===== src/rtl/writeback_unit.sv =====
// Writeback stage: merges ALU results and in-order LSU responses into one registered
// register-file write port, and keeps a scoreboard of LSU-pending destinations.
// Optional macro WB_FWD_EN adds forwarding ports and drops the in-flight term from busy.
module writeback_unit #(
  parameter int LSU_DEPTH = 4
) (
  input  logic                           clk,
  input  logic                           arstn,
  input  logic                           aluValid,
  output logic                           aluReady,
  input  logic [4:0]                     aluRd,
  input  logic [31:0]                    aluData,
  input  logic                           lsuIssueValid,
  output logic                           lsuIssueReady,
  input  logic [4:0]                     lsuIssueRd,
  input  logic                           lsuRespValid,
  input  logic [31:0]                    lsuRespData,
  input  logic [4:0]                     readAddr1,
  input  logic [4:0]                     readAddr2,
  output logic                           busy1,
  output logic                           busy2,
  output logic                           writeEn,
  output logic [4:0]                     writeAddr,
  output logic [31:0]                    writeData,
  output logic [$clog2(LSU_DEPTH+1)-1:0] pendingCount,
  output logic                           protocolErr
`ifdef WB_FWD_EN
  ,
  output logic                           fwdValid1,
  output logic                           fwdValid2,
  output logic [31:0]                    fwdData1,
  output logic [31:0]                    fwdData2
`endif
);

  localparam int AW = $clog2(LSU_DEPTH);
  localparam int CW = $clog2(LSU_DEPTH + 1);

  logic [4:0]    rd_q [LSU_DEPTH];
  logic [AW-1:0] head;
  logic [AW-1:0] tail;
  logic [CW-1:0] count;
  logic [31:0]   pending;
  logic [31:0]   pending_nxt;

  logic          q_full;
  logic          q_empty;
  logic          push;
  logic          pop;
  logic          bad_resp;
  logic [4:0]    head_rd;
  logic          alu_acc;

  logic          sel_vld_p0;
  logic [4:0]    sel_rd_p0;
  logic [31:0]   sel_data_p0;

  logic          hit1;
  logic          hit2;

  assign q_full   = (count == CW'(LSU_DEPTH));
  assign q_empty  = (count == '0);
  assign head_rd  = rd_q[head];

  // Readiness looks only at registered state: a same-cycle pop frees nothing early.
  assign lsuIssueReady = !q_full && !(lsuIssueRd != 5'd0 && pending[lsuIssueRd]);
  assign aluReady      = !lsuRespValid && !(aluRd != 5'd0 && pending[aluRd]);

  assign push     = lsuIssueValid && lsuIssueReady;
  assign pop      = lsuRespValid && !q_empty;
  assign bad_resp = lsuRespValid && q_empty;
  assign alu_acc  = aluValid && aluReady;

  always_comb begin
    sel_vld_p0  = 1'b0;
    sel_rd_p0   = 5'd0;
    sel_data_p0 = 32'd0;
    if (pop) begin
      sel_vld_p0  = 1'b1;
      sel_rd_p0   = head_rd;
      sel_data_p0 = lsuRespData;
    end else if (alu_acc) begin
      sel_vld_p0  = 1'b1;
      sel_rd_p0   = aluRd;
      sel_data_p0 = aluData;
    end
  end

  always_comb begin
    pending_nxt = pending;
    if (pop) pending_nxt[head_rd] = 1'b0;
    if (push && lsuIssueRd != 5'd0) pending_nxt[lsuIssueRd] = 1'b1;
    pending_nxt[0] = 1'b0;
  end

  // p0 -> p1: queue, scoreboard and the registered write port
  always_ff @(posedge clk or negedge arstn) begin
    if (!arstn) begin
      for (int i = 0; i < LSU_DEPTH; i++) rd_q[i] <= 5'd0;
      head         <= '0;
      tail         <= '0;
      count        <= '0;
      pending      <= 32'd0;
      writeEn      <= 1'b0;
      writeAddr    <= 5'd0;
      writeData    <= 32'd0;
      protocolErr  <= 1'b0;
    end else begin
      if (push) begin
        rd_q[tail] <= lsuIssueRd;
        tail       <= tail + AW'(1);
      end
      if (pop) head <= head + AW'(1);
      if (push && !pop)      count <= count + CW'(1);
      else if (pop && !push) count <= count - CW'(1);
      pending <= pending_nxt;
      writeEn <= sel_vld_p0 && (sel_rd_p0 != 5'd0);
      if (sel_vld_p0 && sel_rd_p0 != 5'd0) begin
        writeAddr <= sel_rd_p0;
        writeData <= sel_data_p0;
      end
      if (bad_resp) protocolErr <= 1'b1;
    end
  end

  assign pendingCount = count;

  assign hit1 = writeEn && (writeAddr == readAddr1) && (readAddr1 != 5'd0);
  assign hit2 = writeEn && (writeAddr == readAddr2) && (readAddr2 != 5'd0);

`ifdef WB_FWD_EN
  assign fwdValid1 = hit1;
  assign fwdValid2 = hit2;
  assign fwdData1  = writeData;
  assign fwdData2  = writeData;
  assign busy1     = pending[readAddr1];
  assign busy2     = pending[readAddr2];
`else
  // The register file commits one edge after writeEn, so the in-flight write still blocks reads.
  assign busy1 = pending[readAddr1] || hit1;
  assign busy2 = pending[readAddr2] || hit2;
`endif

endmodule


===== config.mk =====
export PLATFORM = sky130hd
export DESIGN_NAME = writeback_unit
export DESIGN_NICKNAME = d
export VERILOG_FILES = /design/src/rtl/writeback_unit.sv
export SDC_FILE = /design/constraint.sdc
export NUM_CORES = 1
export LEC_CHECK = 0
export BUFFER_PORTS_ARGS = -buffer_cell sky130_fd_sc_hd__clkbuf_2
export CORE_UTILIZATION = 25
export DETAILED_ROUTE_END_ITERATION = 16
export PLACE_DENSITY_LB_ADDON = 0.12
export SLEW_MARGIN = 10
export SYNTH_ARGS = -nofsm -noshare
export SYNTH_HDL_FRONTEND = slang
export SYNTH_SLANG_ARGS = --single-unit

===== constraint.sdc =====
create_clock -name clk -period 5.3 [get_ports clk]
set_input_delay 1.59 -clock clk [delete_from_list [all_inputs] [get_ports clk]]
set_output_delay 1.59 -clock clk [all_outputs]
set_load 0.02 [all_outputs]

# [Word-level counts from Yosys, hierarchy flattened]
# Cells that the tools add are included.
[op_classes] mux=28 bitwise_logic=5 n_eq_ne=3 n_reduce_logical=35 n_lt_le_gt_ge=10 n_addsub=4
[op_table] op="$mux W32" n=4
[op_table] op="$and A32 B32 Y32" n=1
[op_table] op="$not A32 Y32" n=1
[op_table] op="$or A32 B32 Y32" n=1
[op_table] op="$lt A5 B6 Y1 const B" n=5
[op_table] op="$mux W5" n=5
[op_table] op="$reduce_bool A5 Y1" n=5
[op_table] op="$bmux W1 S5" n=4
[op_table] op="$bwmux W20" n=1
[op_table] op="$logic_and A1 B1 Y1" n=19
[op_table] op="$bmux W5 S2" n=1
[op_table] op="$demux W1 S5" n=2
[op_table] op="$demux W5 S2" n=1
[op_table] op="$eq A5 B5 Y1" n=2
[op_table] op="$ge A5 B1 Y1 const B" n=2
[op_table] op="$mux W1" n=8
[op_table] op="$logic_not A1 Y1" n=7
[op_table] op="$ge A3 B3 Y1 const B" n=2
[op_table] op="$mux W3" n=2
[op_table] op="$not A2 Y3" n=2
[op_table] op="$add A2 B1 Y2 const B" n=2
[op_table] op="$add A3 B1 Y3 const B" n=1
[op_table] op="$eq A3 B3 Y1 const B" n=1
[op_table] op="$logic_not A3 Y1" n=1
[op_table] op="4 further kinds" n=5
[word_totals] input_bits=89 wordCells=97 regBits=97 out_inout_bits=46

# [Longest topological paths before layout]
# Gate-level depths: netlist (run 1).
[logic_depth] depth_word=13 depth_mapped=13 ltp_nobuf=10

# [Least setup slack after synthesis (run 1)]
# No wires, ideal clock.
[synth_timing] path_type="input-to-output" start="in readAddr2[0]" end="out busy2" required_ns=3.710 path_buffers=1 arrival_time_ns=3.428 slack_ns=0.282 stages=5 cell_sequence="clkbuf_1 > mux4_2 > mux4_2 > a22oi_1 > o21ai_0"
[synth_between] elab_chain_len=4 word_cells_on_any_way=7 cone_classes="1 x eq/ne; 2 x mux; 4 x reduce/logical"
[synth_rtl] element="start: declaration" line_no="19" rtl="input logic [4:0] readAddr2,"
[synth_rtl] element="branches (longest 3 deep; another with $bmux W1 S5)"
[synth_rtl] element="$logic_or A1 B1 Y1 *" line_no="141" rtl="assign busy2 = pending[readAddr2] || hit2;"
[synth_rtl] element="end: declaration" line_no="21" rtl="output logic busy2,"
# Mark *: on every way between the ends. The select of a mux whose other input is x is not followed.

# [Worst setup path in the final report (run 1)]
[layout_timing] start="in lsuIssueRd[0]" end="out lsuIssueReady"
[layout_between] elab_chain_len=5 word_cells_on_any_way=6 cone_classes="2 x mux; 4 x reduce/logical"
[layout_rtl] element="start: declaration" line_no="15" rtl="input logic [4:0] lsuIssueRd,"
[layout_rtl] element="$bmux W1 S5" line_no="66" rtl="assign lsuIssueReady = !q_full && !(lsuIssueRd != 5'd0 && pending[lsuIssueRd]);"
[layout_rtl] element="$mux W1 (implied by the code)" line_no="66"
[layout_rtl] element="$logic_and A1 B1 Y1 *" line_no="66"
[layout_rtl] element="$logic_not A1 Y1 *" line_no="66"
[layout_rtl] element="$logic_and A1 B1 Y1 *" line_no="66"
[layout_rtl] element="end: declaration" line_no="14" rtl="output logic lsuIssueReady,"
# Every way passes the cells marked *; elsewhere a longest branch is shown, timed or not. The select of a mux whose other input is x is not followed.

==> results.ini, run 1 <==
[power]
peakVddDrop_mv = 0.1819
cellPowerDensity_mw_per_mm2 = 567.4
p_leak_uw = 0.003149
power.total_uw = 3952

[timing]
relSlewSlack = 0.4990
tightest_slew_ps = 750.5
setup_tns_ps = 0
rsz0062_at_grt = no
fin_crit_sh = 0.9405
clock_skew_ps = 13.12
period_needed_ps = 4985
final-hold-violation-count = 0
worst_slack_ps = 315.3
slew_violations = 0
max_freq_mhz = 200.6
final-setup-viol-count = 0

[floorplanning]
core_area_mm2 = 0.02264
ioPinCount = 135
die_w_um = 153.8
rows = 55
die_h_um = 153.8
start_util = 0.2546
die_area_mm2 = 0.02367

[clock_tree]
clockRootBuffer = clkbuf_16
cts_setup_buffers = 0
cts_resized = 0
ctsHoldBuffers = 0
htreeDepth = 3
cts_tree = built
cts_buffers = 9
cts_max_path_buffers = 2
clock_latency_ps = 350
cts.sinks = 97
clkTransAtPathRegs_ps = 70

[routing]
routedWlPerCell_um = 20.10
dr_wl_met3_um = 1030
routed_wl_um = 18590
drt-vias-per-instance = 5.161
drc_errors = 0
met2_length_um = 9503
met1_length_um = 7654
dr.pass1.iters = 6
vias = 4774
drt_iter0_drc = 307
top_layer = met4
ant_nets = 0

[placed_design]
io_buffers = 134
hpwlAfterDp_um = 13460
post_dp_cell_area_mm2 = 0.006691
pre_cts_ws_ps = 283.2
gp_congestion = 0.8576

[outcome]
status = finished, final reports clean

[final_layout]
multiInputGateArea_mm2 = 0.003156
antennaDiodeCount = 0
nFillCells = 2355
final_nets = 731
regArea_mm2 = 0.002427
fin_util = 0.3077
stdcell_area_mm2 = 0.006965
layout-drive-gt1-share = 0.3938
syn2layout_area_growth_pct = 20.84

[logic_synthesis]
yosysTopAreaCellShare = 0.4211
synth_area_mm2 = 0.005764
syn_area_per_cell_um2 = 11.11
syn_nets = 614
synth_top_flop_cell = dfrtp_1
synth-edff-count = 0
synthCells = 519
ys_ff_latch = 97
synth_most_common_cell = dfrtp_1
synth_common_cells = dfrtp_1 (97), o21ai_0 (94), nand2_1 (83)
ys_seq_area_frac = 0.4211
synthTopCellsByArea = dfrtp_1 (42%), mux4_2 (14%), o21ai_0 (8.2%)
synth_area_leader_cell = dfrtp_1
synth_cell_types = 53
yosysWarnings = 0
async_flop_share = 1.000

[worst_hold_path]
min-delay-start = protocolErr
hold_path_class = flip-flop to flip-flop

[global_routing]
first_global_vias = 4890
grt_overflow = 0
antenna_found_initial = 0
grt_usage = 0.1619
grt_max_degree = 42
grt_pass1_wl_um = 29030

[critical_path]
reg2reg_from = pending[28]
crit_path_start = lsuIssueRd[0]
critPathMaxFanout = 10
critPathKind = input port to primary output
cp.arrival_ps = 3390
worstSetupStartpointType = input port
worst_setup_path_end_kind = primary output
worst-endpoint-required_ps = 3710

[job]
cap_violations = 0

## path summary, 6_finish.rpt
check | endpoint | slack [ps] | cells after the start
max in group asynchronous | pending[12] | 3150 | 2
max | lsuIssueReady | 320 | 6
min in group asynchronous | writeData[6] | 1230 | 1
max reg2reg | writeData[17] | 2090 | 8
min | protocolErr | 480 | 1
min reg2reg | protocolErr | 480 | 1
## routing by layer
layer  GRT usage  vias to the layer above
met5           0                        -
met1      0.1987                     2440
li1            -                     2123
met4     0.05524                        0
met2      0.2803                      189
met3     0.03495                       22
## worst max-delay path, stage by stage
cell and delay [ps]:
clkbuf_2 290, mux4_2 540, a22o_1 220, a221o_1 380
a21oi_1 170, clkbuf_2 200
## cells by family (layout without fill, tap and decap cells)
kind of cell,after synthesis,count (layout),synth area share
muxes,98,98,0.2724
AOI/OAI and AO/OA,120,120,0.1166
xor gates and xnor gates,14,14,0.02127
buffers and inverters,42,163,0.03191
and+or+nand+nor,142,142,0.1224
DFF,97,97,0.4211
adders and majority gates,6,6,0.01433
## through the flow
step / cells / hold slack (ps)
floorplan: 519 / 474.1
global placement: 910 / 451.5
detailed placement: 910 / 460.2
CTS: 925 / 480.5
global route: 925 / 511.0
finish: 925 / 476.4
## final cells by class
| type | instances | area share |
|---|---|---|
| flip-flops and latches | 97 | 0.3485 |
| clock buffers | 13 | 0.03736 |
| multi-input cells | 380 | 0.4530 |
| inverters | 7 | 0.003772 |
| clock inverters | 2 | 0.001976 |
| repair buffers | 141 | 0.1042 |
| well taps | 285 | 0.05119 |
## cell usage in the layout, fill, tap and decap left out, types with 9 or more instances in the layout
cell	count
clkbuf_2	133
mux4_2	37
o21ai_0	94
clkbuf_16	9
mux2_4	15
nor2_1	10
dfrtp_1	97
mux2_2	32
mux2_1	9
nand2_1	83
## report_power, final
part | switching, uW | internal [uW]
registers | 435 | 1090
clock network | 283 | 343
logic | 959 | 846
## registers in the layout, indices dropped and copies added, names as in the netlist
name / count
protocolErr: 1
writeEn: 1
writeAddr: 5
pendingCount: 3
head: 2
tail: 2
rd_q: 20
pending: 31
writeData: 32
No activity file was read; power rests on OpenSTA's default activity.
==> inputs of run 2 (changes only) <==
==> constraint.sdc (replaced) <==
create_clock -name clk -period 5.3 [get_ports clk]
set_input_delay 0.265 -clock clk [delete_from_list [all_inputs] [get_ports clk]]
set_output_delay 0.265 -clock clk [all_outputs]
set_load 0.02 [all_outputs]
==> run 2 against run 1 <==
  * Sequential cell count is the same
  * Combinational power is essentially flat
  * Critical endpoint is now writeData[31]
  * Setup slack gained 1700 ps
  * Largest power group unchanged
  * Highest routed layer unchanged
  * Final cell count shrank 0.32%
  * Final area is essentially flat
  * Wire length shrank 3.2%
  * First-iteration DRC count shrank 33%
  * Register-to-register slack lost 90 ps
  * Sequential share of layout area is essentially flat
==> results.ini, run 2 (synthesis results as in run 1) <==
[global_routing]
grt_pass1_wl_um = 28030  ; -3.4%
first_global_vias = 4843  ; -0.96%
grt_overflow = 0  ; unchanged
antenna_found_initial = 0  ; unchanged
grt_max_degree = 58  ; +38%
grt_usage = 0.1558  ; -0.006071

[floorplanning]
start_util = 0.2546  ; unchanged
die_area_mm2 = 0.02367  ; unchanged
die_h_um = 153.8  ; unchanged
die_w_um = 153.8  ; unchanged
ioPinCount = 135  ; unchanged
core_area_mm2 = 0.02264  ; unchanged
rows = 55  ; unchanged

[critical_path]
r2r_cells = 7  ; -1
critPathKind = flip-flop to flip-flop
cp.buffers_inverters = 1  ; -1
crit_cells = 7  ; +1
worstSetupStartpointType = flip-flop
r2r_setup_slack_ps = 2000  ; -90 ps
max_stage_delay_ps = 570  ; +30 ps
cp.arrival_ps = 3530  ; +140 ps
crit_chain = mux4_2 > o22ai_1 > a31oi_1 > o211a_1 > o22a_2 > inv_2 > mux2_2
cp_slowest_cell = o211a_1
cpLargestDelayFamily = compound AO/OA/AOI/OAI gates
worst_setup_path_end_kind = flip-flop
critPathMaxFanout = 35  ; +25
worst-endpoint-required_ps = 5530  ; +1820 ps

[final_layout]
final_common_cell = clkbuf_2
final_nets = 728  ; -0.41%
layout_common_cells = clkbuf_2 (133), dfrtp_1 (97), o21ai_0 (94), nand2_1 (83), mux4_2 (37)
syn2layout_area_growth_pct = 20.86  ; about the same
largest_reg_flops = 32  ; unchanged
fin_util = 0.3077  ; about the same
top_register = writeData
antennaDiodeCount = 0  ; unchanged
layout-drive-gt1-share = 0.3909  ; -0.002855
reg.largest.list = writeData x32, pending x31, rd_q x20

[clock_tree]
clkTransAtPathRegs_ps = 70  ; about the same
clock_latency_ps = 350  ; about the same
htreeDepth = 3  ; unchanged
cts_buffers = 9  ; unchanged
cts_resized = 0  ; unchanged
cts.sinks = 97  ; unchanged
cts_tree = built
clockRootBuffer = clkbuf_16
cts_max_path_buffers = 2  ; unchanged

[timing]
clock_skew_ps = 11.49  ; -1.626 ps
relSlewSlack = 0.3962  ; -0.1028
rsz0062_at_grt = no
setup_tns_ps = 0  ; unchanged
period_needed_ps = 3300  ; -1684 ps
tightest_slew_ps = 905.8  ; +155.3 ps
slew_violations = 0  ; unchanged
final-hold-violation-count = 0  ; unchanged
fin_crit_sh = 0.6227  ; -0.3178
max_freq_mhz = 303.0  ; +51%
final-setup-viol-count = 0  ; unchanged

[routing]
drt-vias-per-instance = 5.062  ; -1.9%
drt_iter0_drc = 206  ; -33%
routed_wl_um = 18000  ; -3.2%
drc_errors = 0  ; unchanged
dr.pass1.iters = 4  ; -2
ant_nets = 0  ; unchanged
vias = 4667  ; -2.2%
routedWlPerCell_um = 19.52  ; -2.9%

[power]
p_comb_frac = 0.458  ; about the same
swShare = 0.4137  ; -0.01081
cellPowerDensity_mw_per_mm2 = 565.0  ; -0.42%
p_int_uw = 2308  ; +1.5%
sequentialPowerShare = 0.374  ; -0.011
peakVddDrop_mv = 0.1505  ; -17%
p_leak_uw = 0.003145  ; -0.14%
clkPwrFrac = 0.168  ; +0.010
switchingPower_uw = 1629  ; -2.9%

[placed_design]
io_buffers = 134  ; unchanged
hpwlAfterDp_um = 13130  ; -2.4%
gp_congestion = 0.8063  ; -6.0%

[worst_hold_path]
hold_path_class = input port to flip-flop
holdPathStages = 2  ; +1

[outcome]
status = finished, final reports clean

[job]
cap_violations = 0  ; unchanged

[run 2: metrics by stage]
| stage | total power [uW] | hold WS, ps | worst slack, ps | instances | area, um2 |
|---|---|---|---|---|---|
| 3_3_place_gp | 3276 | 283.5 | 1828 | 906 | 6661 |
| 3_5_place_dp | 3301 | 293.7 | 1776 | 906 | 6661 |
| 6_report | 3936 | 244.5 | 2000 | 922 | 6967 |
| 2_1_floorplan | 2632 | -30.59 | 2257 | 519 | 5764 |
| 5_1_grt | 4204 | 253.7 | 1773 | 922 | 6967 |
| 4_1_cts | 3984 | 230.7 | 1953 | 922 | 6967 |
[run 2: final timing paths]
kind | start | end
setup / recovery | pending[24] | writeData[31]
max in group asynchronous | arstn | pending[23]
min in group asynchronous | arstn | writeData[6]
hold / removal | lsuRespValid | protocolErr
setup reg to reg | pending[24] | writeData[31]
hold reg to reg | protocolErr | protocolErr
[run 2: cell type report]
type	instances	area, um2
fill	2337	15670
multi-input combinational	380	3156
sequential	97	2427
timing repair buffer	138	705.7
tap	285	356.6
clock buffer	11	242.7
clock inverter	4	52.55
inverter	7	26.28
[run 2: worst register-to-register path, cell delays in order, from the launching register on]
cell and delay (ps):
dfrtp_1 440, mux4_2 480, o22ai_1 200, a31oi_1 60, o211a_1 570, o22a_2 450, inv_2 550, mux2_2 430
[run 2: power groups by stage]
stage               Sequential, uW  Clock (uW)  Combinational (uW)
floorplan                     1470           0                1160
global placement              1480           0                1790
detailed placement            1490           0                1810
CTS                           1480         691                1820
global route                  1530         718                1960
finish                        1470         661                1800
[run 2: layer usage]
metal,vias up,track usage,routed length [um]
met5,-,0,0
met4,0,0.06905,461
met3,27,0.02283,729
met2,128,0.2712,9199
met1,2392,0.1909,7607
li1,2120,-,-
[run 2: timing repair]
item	in CTS	in global routing
endpoints found under the hold margin	40	0
setup buffers	0	0
hold buffers	1	0
==> inputs of run 3 (changes only) <==
--- a/config.mk
+++ b/config.mk
@@ -5,6 +5,7 @@
 export SDC_FILE = /design/constraint.sdc
 export NUM_CORES = 1
 export LEC_CHECK = 0
+export ABC_AREA = 1
 export BUFFER_PORTS_ARGS = -buffer_cell sky130_fd_sc_hd__clkbuf_2
 export CORE_UTILIZATION = 25
 export DETAILED_ROUTE_END_ITERATION = 16
==> constraint.sdc (replaced) <==
create_clock -name clk -period 2.75 [get_ports clk]
set_input_delay 0.1375 -clock clk [delete_from_list [all_inputs] [get_ports clk]]
set_output_delay 0.1375 -clock clk [all_outputs]
set_load 0.02 [all_outputs]
==> run 3 against run 2 <==
  * Sequential power increased by 73%
  * Register-to-register slack worse by 1700 ps
  * Setup slack lost 1700 ps
  * Non-clock buffer count is 17 higher
  * Die area grew 6.0%
  * Sequential share of layout area fell by 2.2 points
  * Synthesized cell count increased by 67%
  * Fmax rose by 36%
  * Global-route usage is 2.5 points higher
  * Via count increased by 35%
  * Synthesized area grew 6.0%
  * Wire length rose by 25%
  * Critical endpoint is now pendingCount[2]
  * Largest cell class unchanged
==> results.ini, run 3 <==
[routing]
vias = 6311  ; +35%
drt_iter0_drc = 534  ; +160%
routedWlPerCell_um = 17.07  ; -13%
routed_wl_um = 22560  ; +25%
ant_nets = 0  ; unchanged
drt-vias-per-instance = 4.774  ; -5.7%
dr.pass1.iters = 5  ; +1
drc_errors = 0  ; unchanged

[timing]
final-setup-viol-count = 0  ; unchanged
tightest_slew_ps = 754.4  ; -151.3 ps
rsz0062_at_grt = no
max_freq_mhz = 412.4  ; +36%
relSlewSlack = 0.4970  ; +0.1009
final-hold-violation-count = 0  ; unchanged
slew_violations = 0  ; unchanged
worst_slack_ps = 325.3  ; -1674 ps
period_needed_ps = 2425  ; -875.6 ps
clock_skew_ps = 12.19  ; +0.6991 ps
fin_crit_sh = 0.8817  ; +0.2590
setup_tns_ps = 0  ; unchanged

[placed_design]
dp.cells = 1305  ; +44%
hpwlAfterDp_um = 17000  ; +29%
post_dp_cell_area_mm2 = 0.007151  ; +7.3%
pre_cts_ws_ps = 302.1  ; -1473 ps
io_buffers = 134  ; unchanged
gp_congestion = 0.8596  ; +6.6%

[power]
cellPowerDensity_mw_per_mm2 = 1055  ; +87%
peakVddDrop_mv = 0.4174  ; +180%
p_leak_uw = 0.003893  ; +24%

[logic_synthesis]
synth-edff-count = 0  ; unchanged
syn_area_per_cell_um2 = 7.034  ; -37%
synth_common_cells = nand2_1 (248), o21ai_0 (117), inv_1 (103)
async_flop_share = 1.000  ; unchanged
ys_seq_area_frac = 0.3971  ; -0.02396
syn_nets = 964  ; +57%
synthTopCellsByArea = dfrtp_1 (40%), nand2_1 (15%), o21ai_0 (9.6%)
synthCells = 869  ; +67%
synth_cell_types = 40  ; -25%
synth_most_common_cell = nand2_1
yosysWarnings = 0  ; unchanged
yosysTopAreaCellShare = 0.3971  ; -0.02396
synth_top_flop_cell = dfrtp_1
synth_area_leader_cell = dfrtp_1
synth_area_mm2 = 0.006112  ; +6.0%
ys_ff_latch = 97  ; unchanged

[clock_tree]
cts.sinks = 97  ; unchanged
cts_max_path_buffers = 2  ; unchanged
clkTransAtPathRegs_ps = 80  ; about the same
cts_buffers = 9  ; unchanged
clockRootBuffer = clkbuf_16
htreeDepth = 3  ; unchanged
cts_tree = built
clock_latency_ps = 360  ; about the same

[critical_path]
worst-endpoint-required_ps = 3030  ; -2500 ps
cp_slowest_cell = dfrtp_1
r2r_setup_slack_ps = 330  ; -1670 ps
cpLargestDelayFamily = simple AND/OR/NAND/NOR gates
max_stage_delay_ps = 380  ; -190 ps
crit_chain = inv_1 > o22ai_1 > o21ai_0 > nand4_1 > nor3_2 > nand2_2 > inv_4 > ha_1 > inv_1 > fa_1 > nor2_1 > nor2_1 > nand2_1 > xor2_1
worstReg2RegEnd = pendingCount[2]
cp.buffers_inverters = 3  ; +2
cp.arrival_ps = 2700  ; -830 ps
worst_setup_path_end_kind = flip-flop
critPathMaxFanout = 4  ; -89%
critPathKind = flip-flop to flip-flop
r2r_cells = 14  ; +7
worstSetupStartpointType = flip-flop
reg2reg_from = pending[13]

[final_layout]
largest_reg_flops = 32  ; unchanged
stdcell_area_mm2 = 0.007442  ; +6.8%
fin_util = 0.3133  ; +0.005607
top_register = writeData
finalNonFillerCells = 1322  ; +43%
antennaDiodeCount = 0  ; unchanged
syn2layout_area_growth_pct = 21.76
reg.largest.list = writeData x32, pending x31, rd_q x20
final_common_cell = nand2_1
final_nets = 1093  ; +50%
layout-drive-gt1-share = 0.1934  ; -0.1975
layout_common_cells = nand2_1 (248), clkbuf_2 (133), o21ai_0 (117), inv_1 (103)

[global_routing]
grt_max_degree = 53  ; -8.6%
grt_pass1_wl_um = 34270  ; +22%
grt_usage = 0.1809  ; +0.02511
first_global_vias = 5718  ; +18%
antenna_found_initial = 0  ; unchanged
grt_overflow = 0  ; unchanged

[worst_hold_path]
min-delay-start = lsuIssueRd[0]
hold_path_class = input port to flip-flop
holdPathStages = 3  ; +1
holdPathEnd = pending[1]

[job]
cap_violations = 0  ; unchanged

[floorplanning]
die_w_um = 158.4  ; +2.9%
ioPinCount = 135  ; unchanged
die_h_um = 158.4  ; +2.9%
core_area_mm2 = 0.02375  ; +4.9%
die_area_mm2 = 0.02508  ; +6.0%
start_util = 0.2573  ; +0.002721
rows = 56  ; +1.8%

[outcome]
status = finished, final reports clean

run 3: cell count changes in the layout (fill, tap and decap cells not counted), moves of 31 or more:
cell and delta:
mux4_2 -37, mux2_2 -31, nand4_1 +33, nand2_1 +165
nand3_1 +94, inv_1 +97
run 3: final cells by class:
class,count,area [um2]
clock buffer,11,242.7
sequential,97,2427
inverter,112,425.4
multi-input combinational,623,3025
fill,2654,16310
tap,319,399.1
timing repair buffer,155,883.3
clock inverter,5,38.79
run 3: worst max-delay path by stage:
| stage | cells past startpoint | startpoint | end |
|---|---|---|---|
| final | 14 | pending[13] | pendingCount[2] |
| after global routing | 14 | pending[13] | pendingCount[2] |
| after CTS | 14 | pending[13] | pendingCount[2] |
| after detailed placement | 15 | lsuIssueRd[1] | pendingCount[2] |
| after global placement | 15 | lsuIssueRd[1] | pendingCount[2] |
| after floorplan | 12 | pending[10] | pendingCount[1] |
run 3: logic make-up (layout without fill, tap and decap cells):
family	after synthesis	count (layout)	share of synthesized area
compound gates	187	187	0.1638
xor+xnor	7	7	0.01003
fa+ha+maj	6	6	0.01351
buf+inv	149	283	0.1079
flops	97	97	0.3971
mux	1	1	0.001842
simple gates	422	422	0.3058
run 3: routing by layer:
metal  GRT usage  wire (um)  vias to the layer above
li1            -          -                     3141
met1      0.2690      10890                     2980
met2      0.2726      10320                      178
met3     0.02586       1190                       12
met4     0.04258        159                        0
met5           0          0                        -
run 3: report_power, final:
part / total, uW / internal [uW] / switching [uW]
combinational: 4060 / 1280 / 2770
sequential: 2550 / 2060 / 488
clock: 1240 / 647 / 597
total: 7850 / 4000 / 3860
run 3: tightest hold or removal path, cell delays in order:
cell	delay (ps)
clkbuf_2	130
nand4_1	100
nand2_1	50
run 3: what timing repair did:
item / 4_1_cts / 5_1_grt
setup buffers: 0 / 0
endpoints found under the hold margin: 50 / 0
hold buffers: 1 / 0
gates resized for setup: 0 / 0
run 3: metrics by stage:
| stage | hold slack [ps] | total power [uW] |
|---|---|---|
| final | 88.46 | 7853 |
| after global routing | 92.29 | 8475 |
| after CTS | 83.48 | 7921 |
| after detailed placement | 252.4 | 6652 |
| after global placement | 253.3 | 6682 |
| after floorplan | -158.1 | 5186 |
